<file path="src/rtl/fetch_sequencer.sv">
// Program-counter sequencer for the 9-bit CPU: sequential fetch, taken branches,
// jump-table subroutine calls with a hardware return stack, returns and halt.
module fetch_sequencer #(
  parameter int PC_W       = 10,
  parameter int START_ADDR = 0,
  parameter int SUB_BASE   = 100,
  parameter int SUB_STRIDE = 16,
  parameter int STK_DEPTH  = 4
) (
  input  logic            clk,
  input  logic            reset,
  input  logic            start,
  input  logic            stall,
  input  logic            br_req,
  input  logic            br_cond,
  input  logic [7:0]      br_target,
  input  logic            jsr_req,
  input  logic [3:0]      jsr_idx,
  input  logic            rts_req,
  input  logic            halt_req,
  output logic [PC_W-1:0] pc,
  output logic            running,
  output logic            done,
  output logic            fault,
  output logic [15:0]     retired
);

  localparam int AW   = $clog2(STK_DEPTH);
  localparam int SP_W = AW + 1;

  typedef enum logic [1:0] {
    S_IDLE  = 2'd0,
    S_RUN   = 2'd1,
    S_HALT  = 2'd2,
    S_FAULT = 2'd3
  } state_t;

  state_t          r_state;
  logic [PC_W-1:0] r_pc;
  logic [SP_W-1:0] r_sp;
  logic [PC_W-1:0] r_stack [STK_DEPTH];
  logic            r_running;
  logic            r_done;
  logic            r_fault;
  logic [15:0]     r_retired;

  logic            w_do_halt;
  logic            w_do_rts;
  logic            w_do_jsr;
  logic            w_do_br;
  logic            w_stk_empty;
  logic            w_stk_full;
  logic            w_stack_err;
  logic [AW-1:0]   w_push_idx;
  logic [AW-1:0]   w_pop_idx;
  logic [PC_W-1:0] w_pc_inc;
  logic [PC_W-1:0] w_jsr_target;
  logic [PC_W-1:0] w_br_target;
  logic [PC_W-1:0] w_next_pc;
  logic [15:0]     w_retired_next;

  // Requests are resolved halt > rts > jsr > br in case the decoder ever overlaps them.
  assign w_do_halt = halt_req;
  assign w_do_rts  = !halt_req && rts_req;
  assign w_do_jsr  = !halt_req && !rts_req && jsr_req;
  assign w_do_br   = !halt_req && !rts_req && !jsr_req && br_req && br_cond;

  assign w_stk_empty = (r_sp == '0);
  assign w_stk_full  = (r_sp == SP_W'(STK_DEPTH));
  assign w_stack_err = (w_do_rts && w_stk_empty) || (w_do_jsr && w_stk_full);

  // Low pointer bits wrap correctly for the pop index even when the stack is full.
  assign w_push_idx = r_sp[AW-1:0];
  assign w_pop_idx  = r_sp[AW-1:0] - AW'(1);

  assign w_pc_inc     = r_pc + PC_W'(1);
  assign w_jsr_target = PC_W'(SUB_BASE) + PC_W'(jsr_idx) * PC_W'(SUB_STRIDE);
  assign w_br_target  = PC_W'(br_target);

  assign w_retired_next = (r_retired == 16'hFFFF) ? r_retired : r_retired + 16'd1;

  always_comb begin
    w_next_pc = w_pc_inc;
    if (w_do_halt) begin
      w_next_pc = r_pc;
    end else if (w_do_rts) begin
      w_next_pc = r_stack[w_pop_idx];
    end else if (w_do_jsr) begin
      w_next_pc = w_jsr_target;
    end else if (w_do_br) begin
      w_next_pc = w_br_target;
    end
  end

  always_ff @(posedge clk) begin
    if (reset) begin
      r_state   <= S_IDLE;
      r_pc      <= '0;
      r_sp      <= '0;
      r_running <= 1'b0;
      r_done    <= 1'b0;
      r_fault   <= 1'b0;
      r_retired <= '0;
    end else begin
      case (r_state)
        S_IDLE, S_HALT: begin
          if (start) begin
            r_state   <= S_RUN;
            r_pc      <= PC_W'(START_ADDR);
            r_sp      <= '0;
            r_retired <= '0;
            r_running <= 1'b1;
            r_done    <= 1'b0;
          end
        end
        S_RUN: begin
          if (!stall) begin
            // A stack error retires nothing and leaves pc on the offending instruction.
            if (w_stack_err) begin
              r_state   <= S_FAULT;
              r_running <= 1'b0;
              r_fault   <= 1'b1;
            end else begin
              r_pc      <= w_next_pc;
              r_retired <= w_retired_next;
              if (w_do_halt) begin
                r_state   <= S_HALT;
                r_running <= 1'b0;
                r_done    <= 1'b1;
              end
              if (w_do_rts) begin
                r_sp <= r_sp - SP_W'(1);
              end
              if (w_do_jsr) begin
                r_stack[w_push_idx] <= w_pc_inc;
                r_sp                <= r_sp + SP_W'(1);
              end
            end
          end
        end
        S_FAULT: begin
          r_state <= S_FAULT;
        end
        default: begin
          r_state <= S_IDLE;
        end
      endcase
    end
  end

  assign pc      = r_pc;
  assign running = r_running;
  assign done    = r_done;
  assign fault   = r_fault;
  assign retired = r_retired;

endmodule

</file>
<file path="config.mk">
export PLATFORM = sky130hd
export DESIGN_NAME = fetch_sequencer
export DESIGN_NICKNAME = d
export VERILOG_FILES = /design/src/rtl/fetch_sequencer.sv
export SDC_FILE = /design/constraint.sdc
export NUM_CORES = 1
export LEC_CHECK = 0
export CAP_MARGIN = 10
export CORE_UTILIZATION = 45
export DETAILED_ROUTE_END_ITERATION = 8
export PLACE_DENSITY_LB_ADDON = 0.25
export SYNTH_ARGS = -nofsm -noshare
export SYNTH_HDL_FRONTEND = slang
export SYNTH_SLANG_ARGS = --single-unit
</file>
<file path="constraint.sdc">
create_clock -name clk -period 3.6 [get_ports clk]
set_clock_uncertainty 0.05 [all_clocks]
set_input_delay 0.54 -clock clk [delete_from_list [all_inputs] [get_ports clk]]
set_output_delay 0.54 -clock clk [all_outputs]
set_load 0.01 [all_outputs]
</file>
**Word level (Yosys, flattened, before mapping)**

Memory sizes are Yosys's and may differ from the RTL's.
Index checks and enable logic that the tools add are counted.

- Equality and inequality tests: 13
- $add $sub $neg: 6
- Multiplexer cells: 40
- Reductions and logical operators: 23
- Bitwise gates (word level): 1

Operators with widths:

| cell | count |
|---|---|
| $mux W10 | 7 |
| $mux W16 | 4 |
| $pmux W16 S2 | 1 |
| $pmux W10 S2 | 1 |
| $reduce_and A5 Y1 | 4 |
| $add A16 B1 Y16 const B | 1 |
| $eq A16 B16 Y1 const B | 1 |
| $mux W3 | 5 |
| $mux W1 | 14 |
| $ne A2 B2 Y1 const B | 6 |
| $add A10 B1 Y10 const B | 1 |
| $add A7 B8 Y9 const A | 1 |
| $logic_and A1 B1 Y1 | 8 |
| $mux W2 | 4 |
| $ne A3 B3 Y1 const B | 2 |
| $pmux W2 S3 | 1 |
| $pmux W3 S2 | 1 |
| $reduce_and A3 Y1 | 2 |
| $eq A2 B2 Y1 const B | 2 |
| $pmux W1 S2 | 2 |
| $reduce_and A4 Y1 | 1 |
| $add A3 B1 Y3 const B | 1 |
| $eq A3 B3 Y1 const B | 1 |
| $logic_not A1 Y1 | 3 |
| 9 further kinds | 9 |

- Logic and storage cells: 91
- Memories: 1
- Memory bits (writable): 40
- Flip-flop bits (word level): 34
- Output and inout bits: 29
- Input port bits: 21

Memories:

| name | words | width | rd ports | clocked after Yosys merged registers in | wr ports | line | RTL |
|---|---|---|---|---|---|---|---|
| r_stack | 4 | 10 | 1 | 0 | 1 | 41 | `logic [PC_W-1:0] r_stack [STK_DEPTH];` |

**Logic depth before layout (Yosys ltp)**

Gate-level depths: netlist of run 1.

- Word-level depth: 12
- Mapped depth: 10
- Mapped depth without buffers: 7

**Worst setup path after synthesis of run 1**

Ideal clock, no wire load.

- Path type: reg2reg
- From: register r_sp[0]
- To: memory r_stack[0][0], enable pin
- Slack: 1.042 ns
- Period minus slack after synthesis: 2.558 ns
- Arrival time: 2.165 ns
- Library setup time: 0.343 ns
- Data required time: 3.207 ns
- Stages on the path, launching flop included: 8
- Buffers on the path: 1
- Path through: dfxtp_1 buf_2 inv_1 ha_1 and3b_1 o21ba_1 nor4_1 and2_1

- Longest elaborated chain between the ends: 8
- Elaborated cells on any way between the ends: 10
- Classes of those cells: eq/ne: 1; mux: 5; reduce/logical: 4

RTL lines:

| item | line | RTL |
|---|---|---|
| start, declared | 40 | `logic [SP_W-1:0] r_sp;` |
| start signal, assigned | 132 | `r_sp <= r_sp - SP_W'(1);` |
| start signal, assigned | 136 | `r_sp <= r_sp + SP_W'(1);` |
| $eq A3 B3 Y1 or $logic_not A3 Y1 (tied branches) | 69, 68 |  |
| $logic_and A1 B1 Y1 | 70 | `assign w_stack_err = (w_do_rts && w_stk_empty) \|\| (w_do_jsr && w_stk_full);` |
| $logic_or A1 B1 Y1 | 70 |  |
| $mux W1 | 119 | `if (w_stack_err) begin` |
| $mux W1 | 117 | `if (!stall) begin` |
| $mux W1 | 105 | `case (r_state)` |
| $mux W1 | 96 | `if (reset) begin` |
| $mux W1 (implied by the code) | 135 | `r_stack[w_push_idx] <= w_pc_inc;` |
| end, declared | 41 |  |

Several ways; a longest one is shown, not always the timed one.

**Worst setup path after layout of run 1**

- From: input port rts_req
- To: register r_retired[14] (netlist: retired[14])

- Longest elaborated chain between the ends: 7
- Elaborated cells on any way between the ends: 9
- Classes of those cells: eq/ne: 1; reduce/logical: 8

RTL lines:

| item | line | RTL |
|---|---|---|
| start, declared | 19 | `input logic rts_req,` |
| $logic_not A1 Y1 | 65 | `assign w_do_jsr = !halt_req && !rts_req && jsr_req;` |
| $logic_and A1 B1 Y1 (2 in a row) | 65 |  |
| $logic_and A1 B1 Y1 | 70 |  |
| $logic_or A1 B1 Y1 (*) | 70 |  |
| $ne A2 B2 Y1 (no line) (*) | - |  |
| $reduce_and A5 Y1 (no line) (*) | - |  |
| end signal, assigned | 125 | `r_retired <= w_retired_next;` |
| end, declared | 45 | `logic [15:0] r_retired;` |

Every way passes the cells marked *; elsewhere a longest branch is shown, timed or not.
A chain may end at the register's enable or synchronous reset.

==> results.json, run 1 <==
{
  "syn2layout_area_growth_pct": 23.48,
  "path_cells": "clkdlybuf4s50_1 -> and4b_4 -> o21ba_1 -> o21a_1 -> or4_1 -> a21oi_1",
  "slew_headroom_pct": 38.38,
  "leakagePower_nw": 1.514,
  "synth-main-ff-cell": "edfxtp_1",
  "final_area_um2": 4409,
  "drive_above_1_share_pct": 9.189,
  "drc_errors": 0,
  "synth_edf_count": 40,
  "finalCritPeriodShare_pct": 74.84,
  "first_pass_iters": 4,
  "drtIter0Drc": 289,
  "setup.worst_path.start_class": "input pin",
  "async_reset_ff_share_pct": 0,
  "multi_input_area_um2": 1580,
  "detail_route.wl_per_cell_um": 18.33,
  "min_from": "retired[12]$_SDFFE_PP0P_",
  "max_clock_freq_mhz": 371.2,
  "antenna_found_initial": 0,
  "grt_overflow": 0,
  "die_w_um": 91.08,
  "ys_warn_count": 0,
  "power.density_nw_per_um2": 424.3,
  "numClockSinks": 74,
  "critPathMaxStageDelay_ns": 0.63,
  "r2r_start": "r_sp[1]$_SDFFE_PP0P_",
  "netlist_area_um2": 3571,
  "status": "completed",
  "grt_pass1_vias": 2660,
  "dpl.cell_count": 456,
  "critPathLaunch": "rts_req",
  "worstPathArrival_ns": 2.90,
  "insertion_delay_ns": 0.34,
  "final_common_cell": "clkdlybuf4s50_1",
  "die_height_um": 91.08,
  "core_area_um2": 7687,
  "cts_root_buf": "clkbuf_8",
  "rr_worst_depth": 7,
  "tightestPinTransition_ns": 0.9243,
  "r2r_slack_ns": 0.97,
  "path_max_fanout": 31,
  "clk_pin_slew_ns": 0.07,
  "n_antenna_cell": 0,
  "fin_tns_setup_ns": 0,
  "ir_drop_v": 0.0002353,
  "regArea_um2": 1882,
  "grt_pass1_wl_um": 14080,
  "portBuffers": 49,
  "grt_setup_unrepaired": "no",
  "grt_usage_pct": 22.21,
  "post_cts_buffers": 0,
  "synth_nets": 346,
  "ctsLongestPathBuffers": 2,
  "drt-total-wl_um": 8654,
  "antenna_left": 0,
  "slowest_stage": "or4_1",
  "grt_max_degree": 32,
  "rows": 32,
  "start_util_pct": 46.45,
  "hold_path_class": "flop to flop",
  "stdcell_count": 472,
  "vias": 2867,
  "cts_tree": "done",
  "synth.distinct_cells": 54,
  "layout_common_cells": "49 x clkdlybuf4s50_1, 40 x edfxtp_1, 34 x dfxtp_1",
  "setup_ws_ns": 0.9057,
  "yosysSeqAreaShare_pct": 52.70,
  "dp_hpwl_um": 6272,
  "max_cap_violations": 0,
  "drv_slew": 0,
  "synth_seq_cells": 74,
  "ctsHoldBuffers": 0,
  "syn_area_per_cell_um2": 11.26,
  "via_per_inst": 6.074,
  "fillCellCount": 647,
  "place_area_um2": 4144,
  "final-setup-viol-count": 0,
  "cts_buffers": 9,
  "path_class": "input pin to flop",
  "htreeDepth": 3,
  "die-area_um2": 8296,
  "syn_inst": 317,
  "period_needed_ns": 2.694,
  "gp_congestion": 0.8200,
  "ios": 50,
  "cts.repair.resized": 0,
  "cp-end-kind": "flop",
  "nNetsFinal": 394,
  "crit_required_ns": 3.80,
  "pre_cts_slack_ns": 0.5182,
  "hold_viol": 0,
  "crit_end": "retired[14]$_SDFFE_PP0P_",
  "r2r-end": "retired[14]$_SDFFE_PP0P_"
}
-- synthesized netlist by cell type (2+ instances only) --
library cell,instances,share of area (%)
edfxtp_1,40,34
dfxtp_1,34,19
a21oi_1,23,3.2
and3_1,3,0.53
nand2b_1,5,0.88
clkbuf_1,9,0.95
nor4_1,2,0.35
ha_1,7,2.5
o31ai_1,12,2.5
a211oi_1,2,0.42
and4_1,4,0.98
o21ai_1,8,1.1
nand4_1,6,1.1
nor3_1,4,0.56
mux4_2,10,6.3
o21a_1,4,0.84
and2_1,4,0.70
or4_1,16,3.4
nand3_1,18,2.5
o21ai_0,10,1.4
xor2_1,3,0.74
a32o_1,2,0.56
a221oi_1,3,0.74
inv_1,6,0.63
a22o_1,3,0.74
nor2b_1,2,0.35
or3_1,4,0.70
buf_2,6,0.84
nor2_1,11,1.2
mux2i_1,6,1.7
nand2_1,25,2.6
xnor2_1,3,0.74
-- critical path: cells and delay by family --
kind                   cells  cell delay (ns)
buffers and inverters      1             0.54
AND/OR/NAND/NOR            2             0.86
AO/OA/AOI/OAI              3             0.95
-- final cells by class --
cell class                 count  area share [%]
clock inverter                 7           3.207
multi-input combinational    219           35.84
clock buffer                   9           2.809
inverter                       7          0.5959
timing repair buffer          54           11.98
sequential                    74           42.68
tap                          102           2.894
-- registers in the layout, indices dropped and copies added (netlist names) --
signal,flops
done,1
fault,1
pc,10
r_sp,3
r_stack,40
r_state,2
retired,16
running,1
-- logic make-up after synthesis --
kind of cell	share of synthesized area (%)
xor+xnor	1.472
compound gates	13.91
buf+inv	3.048
mux	7.989
fa+ha+maj	3.013
simple gates	17.87
flops	52.70
-- report_power, final --
| part | switching, W | leakage [nW] | internal (W) |
|---|---|---|---|
| Sequential | 0.00000719 | 0.659 | 0.000888 |
| Clock | 0.000312 | 0.131 | 0.000531 |
| Combinational | 0.0000750 | 0.725 | 0.0000583 |
-- worst min-delay path by stage --
stage | end | slack [ns] | cells after the start
floorplan | r_state[1]$_SDFFE_PP0P_ | 0.41 | 2
global placement | fault$_SDFFE_PP0P_ | 0.41 | 2
detailed placement | fault$_SDFFE_PP0P_ | 0.43 | 2
CTS | fault$_SDFFE_PP0P_ | 0.45 | 2
global route | retired[14]$_SDFFE_PP0P_ | 0.47 | 2
finish | retired[12]$_SDFFE_PP0P_ | 0.45 | 2
-- layer usage --
metal | share of wire (%) | track usage [%] | up-vias
met1 | 47 | 32.28 | 1415
met5 | 0 | 0 | -
met3 | 5.4 | 3.769 | 14
met4 | 1.7 | 8.730 | 0
li1 | - | - | 1337
met2 | 46 | 33.08 | 101
-- through the flow --
stage / hold slack, ns / total power, W / utilization (%)
2_1_floorplan: 0.4136 / 0.0009890 / -
3_3_place_gp: 0.4088 / 0.001045 / 53.91
3_5_place_dp: 0.4272 / 0.001047 / 53.91
4_1_cts: 0.4482 / 0.001886 / 57.36
5_1_grt: 0.4741 / 0.001937 / 57.36
6_report: 0.4459 / 0.001871 / 57.36
Note: power is estimated with default switching activity, not from simulation.
==> run 2, diff against run 1 <==
==> constraint.sdc (replaced) <==
create_clock -name clk -period 2.29 [get_ports clk]
set_clock_uncertainty 0.05 [all_clocks]
set_input_delay 0.3435 -clock clk [delete_from_list [all_inputs] [get_ports clk]]
set_output_delay 0.3435 -clock clk [all_outputs]
set_load 0.01 [all_outputs]
==> run 2 against run 1 <==
Global-route usage rose by 0.23 points. Total power is 47% higher. Via count increased by 4.2%. Critical path type is now flop to flop.
==> results.json, run 2 (synthesis results as in run 1) <==
{
  "syn2layout_area_growth_pct": 32.80,
  "final_common_cell": "clkdlybuf4s50_1",
  "path_max_fanout": 27,
  "drtIter0Drc": 140,
  "cp-end-kind": "flop",
  "cts_buffers": 9,
  "grt_usage_pct": 22.44,
  "whs_ns": 0.4400,
  "nNetsFinal": 433,
  "r2r-end": "retired[10]$_SDFFE_PP0P_",
  "fillCellCount": 642,
  "core_area_um2": 7687,
  "slew_headroom_pct": 69.53,
  "via_per_inst": 5.847,
  "grt_overflow": 0,
  "die_height_um": 91.08,
  "ctsHoldBuffers": 0,
  "grt_setup_unrepaired": "no",
  "period_needed_ns": 2.191,
  "drc_errors": 0,
  "rr_worst_depth": 8,
  "die_w_um": 91.08,
  "ios": 50,
  "switching_share_pct": 22.77,
  "portBuffers": 49,
  "rows": 32,
  "hold_viol": 0,
  "max_clock_freq_mhz": 456.4,
  "setup.worst_path.start_class": "flop",
  "leakagePower_nw": 1.707,
  "r2r_start": "r_sp[1]$_SDFFE_PP0P_",
  "crit_end": "retired[10]$_SDFFE_PP0P_",
  "cts_tree": "done",
  "detail_route.wl_per_cell_um": 17.21,
  "r2r_slack_ns": 0.1,
  "n_antenna_cell": 0,
  "crit_required_ns": 2.52,
  "first_pass_iters": 4,
  "final-setup-viol-count": 0,
  "drive_above_1_share_pct": 20.78,
  "antenna_left": 0,
  "p_int_w": 0.002131,
  "regMostFlops": "r_stack",
  "seqPwrFrac_pct": 50.9,
  "start_util_pct": 46.45,
  "cts.repair.resized": 2,
  "tightestPinTransition_ns": 0.4537,
  "numClockSinks": 74,
  "power.share.combinational_pct": 9.3,
  "antenna_found_initial": 0,
  "drv_slew": 0,
  "largest_reg_flops": 40,
  "ctsLongestPathBuffers": 2,
  "status": "completed",
  "post_cts_buffers": 0,
  "drt-total-wl_um": 8796,
  "die-area_um2": 8296,
  "p_sw_w": 0.0006281,
  "htreeDepth": 3,
  "dp_hpwl_um": 6312,
  "power.density_nw_per_um2": 581.8,
  "grt_pass1_wl_um": 14270,
  "grt_pass1_vias": 2828,
  "gp_congestion": 0.8339,
  "path_class": "flop to flop",
  "hold_path_class": "flop to flop",
  "clk_pin_slew_ns": 0.08,
  "ir_drop_v": 0.0004330,
  "grt_max_degree": 28,
  "max_cap_violations": 0,
  "layout_common_cells": "49 x clkdlybuf4s50_1, 40 x edfxtp_1, 39 x buf_4",
  "worstPathArrival_ns": 2.42,
  "critPathLaunch": "r_sp[1]$_SDFFE_PP0P_",
  "finalCritPeriodShare_pct": 95.68,
  "insertion_delay_ns": 0.35,
  "cts_root_buf": "clkbuf_8",
  "fin_tns_setup_ns": 0,
  "clkPwrFrac_pct": 39.8,
  "vias": 2988
}
[run 2: cell types whose count changed in the layout (fill, tap and decap cells not counted), sizes merged]
cell,before,now
bufinv,4,2
clkinvlp,0,1
clkinv,3,4
buf,5,44
[run 2: cell type report]
type | instances | area, um^2 | share of cell area [%]
Tap cell | 102 | 127.6 | 2.691
Clock buffer | 9 | 123.9 | 2.612
Timing Repair Buffer | 93 | 883.3 | 18.63
Multi-Input combinational cell | 219 | 1602 | 33.77
Sequential cell | 74 | 1886 | 39.76
Clock inverter | 7 | 93.84 | 1.979
Inverter | 7 | 26.28 | 0.5541
[run 2: worst min path at each step]
stage | startpoint | end | slack [ns] | depth (start not counted)
CTS | running$_SDFFE_PP0P_ | running$_SDFFE_PP0P_ | 0.44 | 2
finish | running$_SDFFE_PP0P_ | running$_SDFFE_PP0P_ | 0.44 | 2
global placement | fault$_SDFFE_PP0P_ | fault$_SDFFE_PP0P_ | 0.42 | 2
global route | fault$_SDFFE_PP0P_ | fault$_SDFFE_PP0P_ | 0.47 | 2
detailed placement | fault$_SDFFE_PP0P_ | fault$_SDFFE_PP0P_ | 0.42 | 2
floorplan | halt_req | r_state[0]$_SDFFE_PP0P_ | 0.39 | 1
[run 2: power by group through the flow]
stage / Clock [W] / Combinational, W / Sequential [W]
5_1_grt: 0.00117 / 0.000277 / 0.00141
3_3_place_gp: 0 / 0.000249 / 0.00143
2_1_floorplan: 0 / 0.000118 / 0.00144
4_1_cts: 0.00112 / 0.000254 / 0.00140
3_5_place_dp: 0 / 0.000251 / 0.00143
6_report: 0.00110 / 0.000256 / 0.00140
[run 2: critical path, cell delays in order, from the launching register on]
cell,delay [ns]
dfxtp_1,0.35
inv_2,0.06
ha_2,0.19
and3b_1,0.21
o21ba_1,0.21
o21a_1,0.22
buf_12,0.16
or4_1,0.50
a21oi_1,0.16
[run 2: per-layer routing]
| layer | global-route usage, % | wire length, um |
|---|---|---|
| met1 | 30.04 | 3760 |
| met2 | 36.43 | 4275 |
| met3 | 4.188 | 624 |
| met4 | 8.201 | 136 |
| met5 | 0 | 0 |
[run 2: per-stage QoR]
stage / utilization [%] / power, W / std cells / instance area (um^2) / setup slack (ns)
2_1_floorplan: - / 0.001555 / 317 / 3590 / 0.02953
3_3_place_gp: 58.64 / 0.001682 / 495 / 4508 / -0.1970
3_5_place_dp: 58.64 / 0.001685 / 495 / 4508 / -0.2401
4_1_cts: 61.57 / 0.002779 / 511 / 4733 / 0.04194
5_1_grt: 61.69 / 0.002848 / 511 / 4742 / 0.005335
6_report: 61.69 / 0.002759 / 511 / 4742 / 0.09892
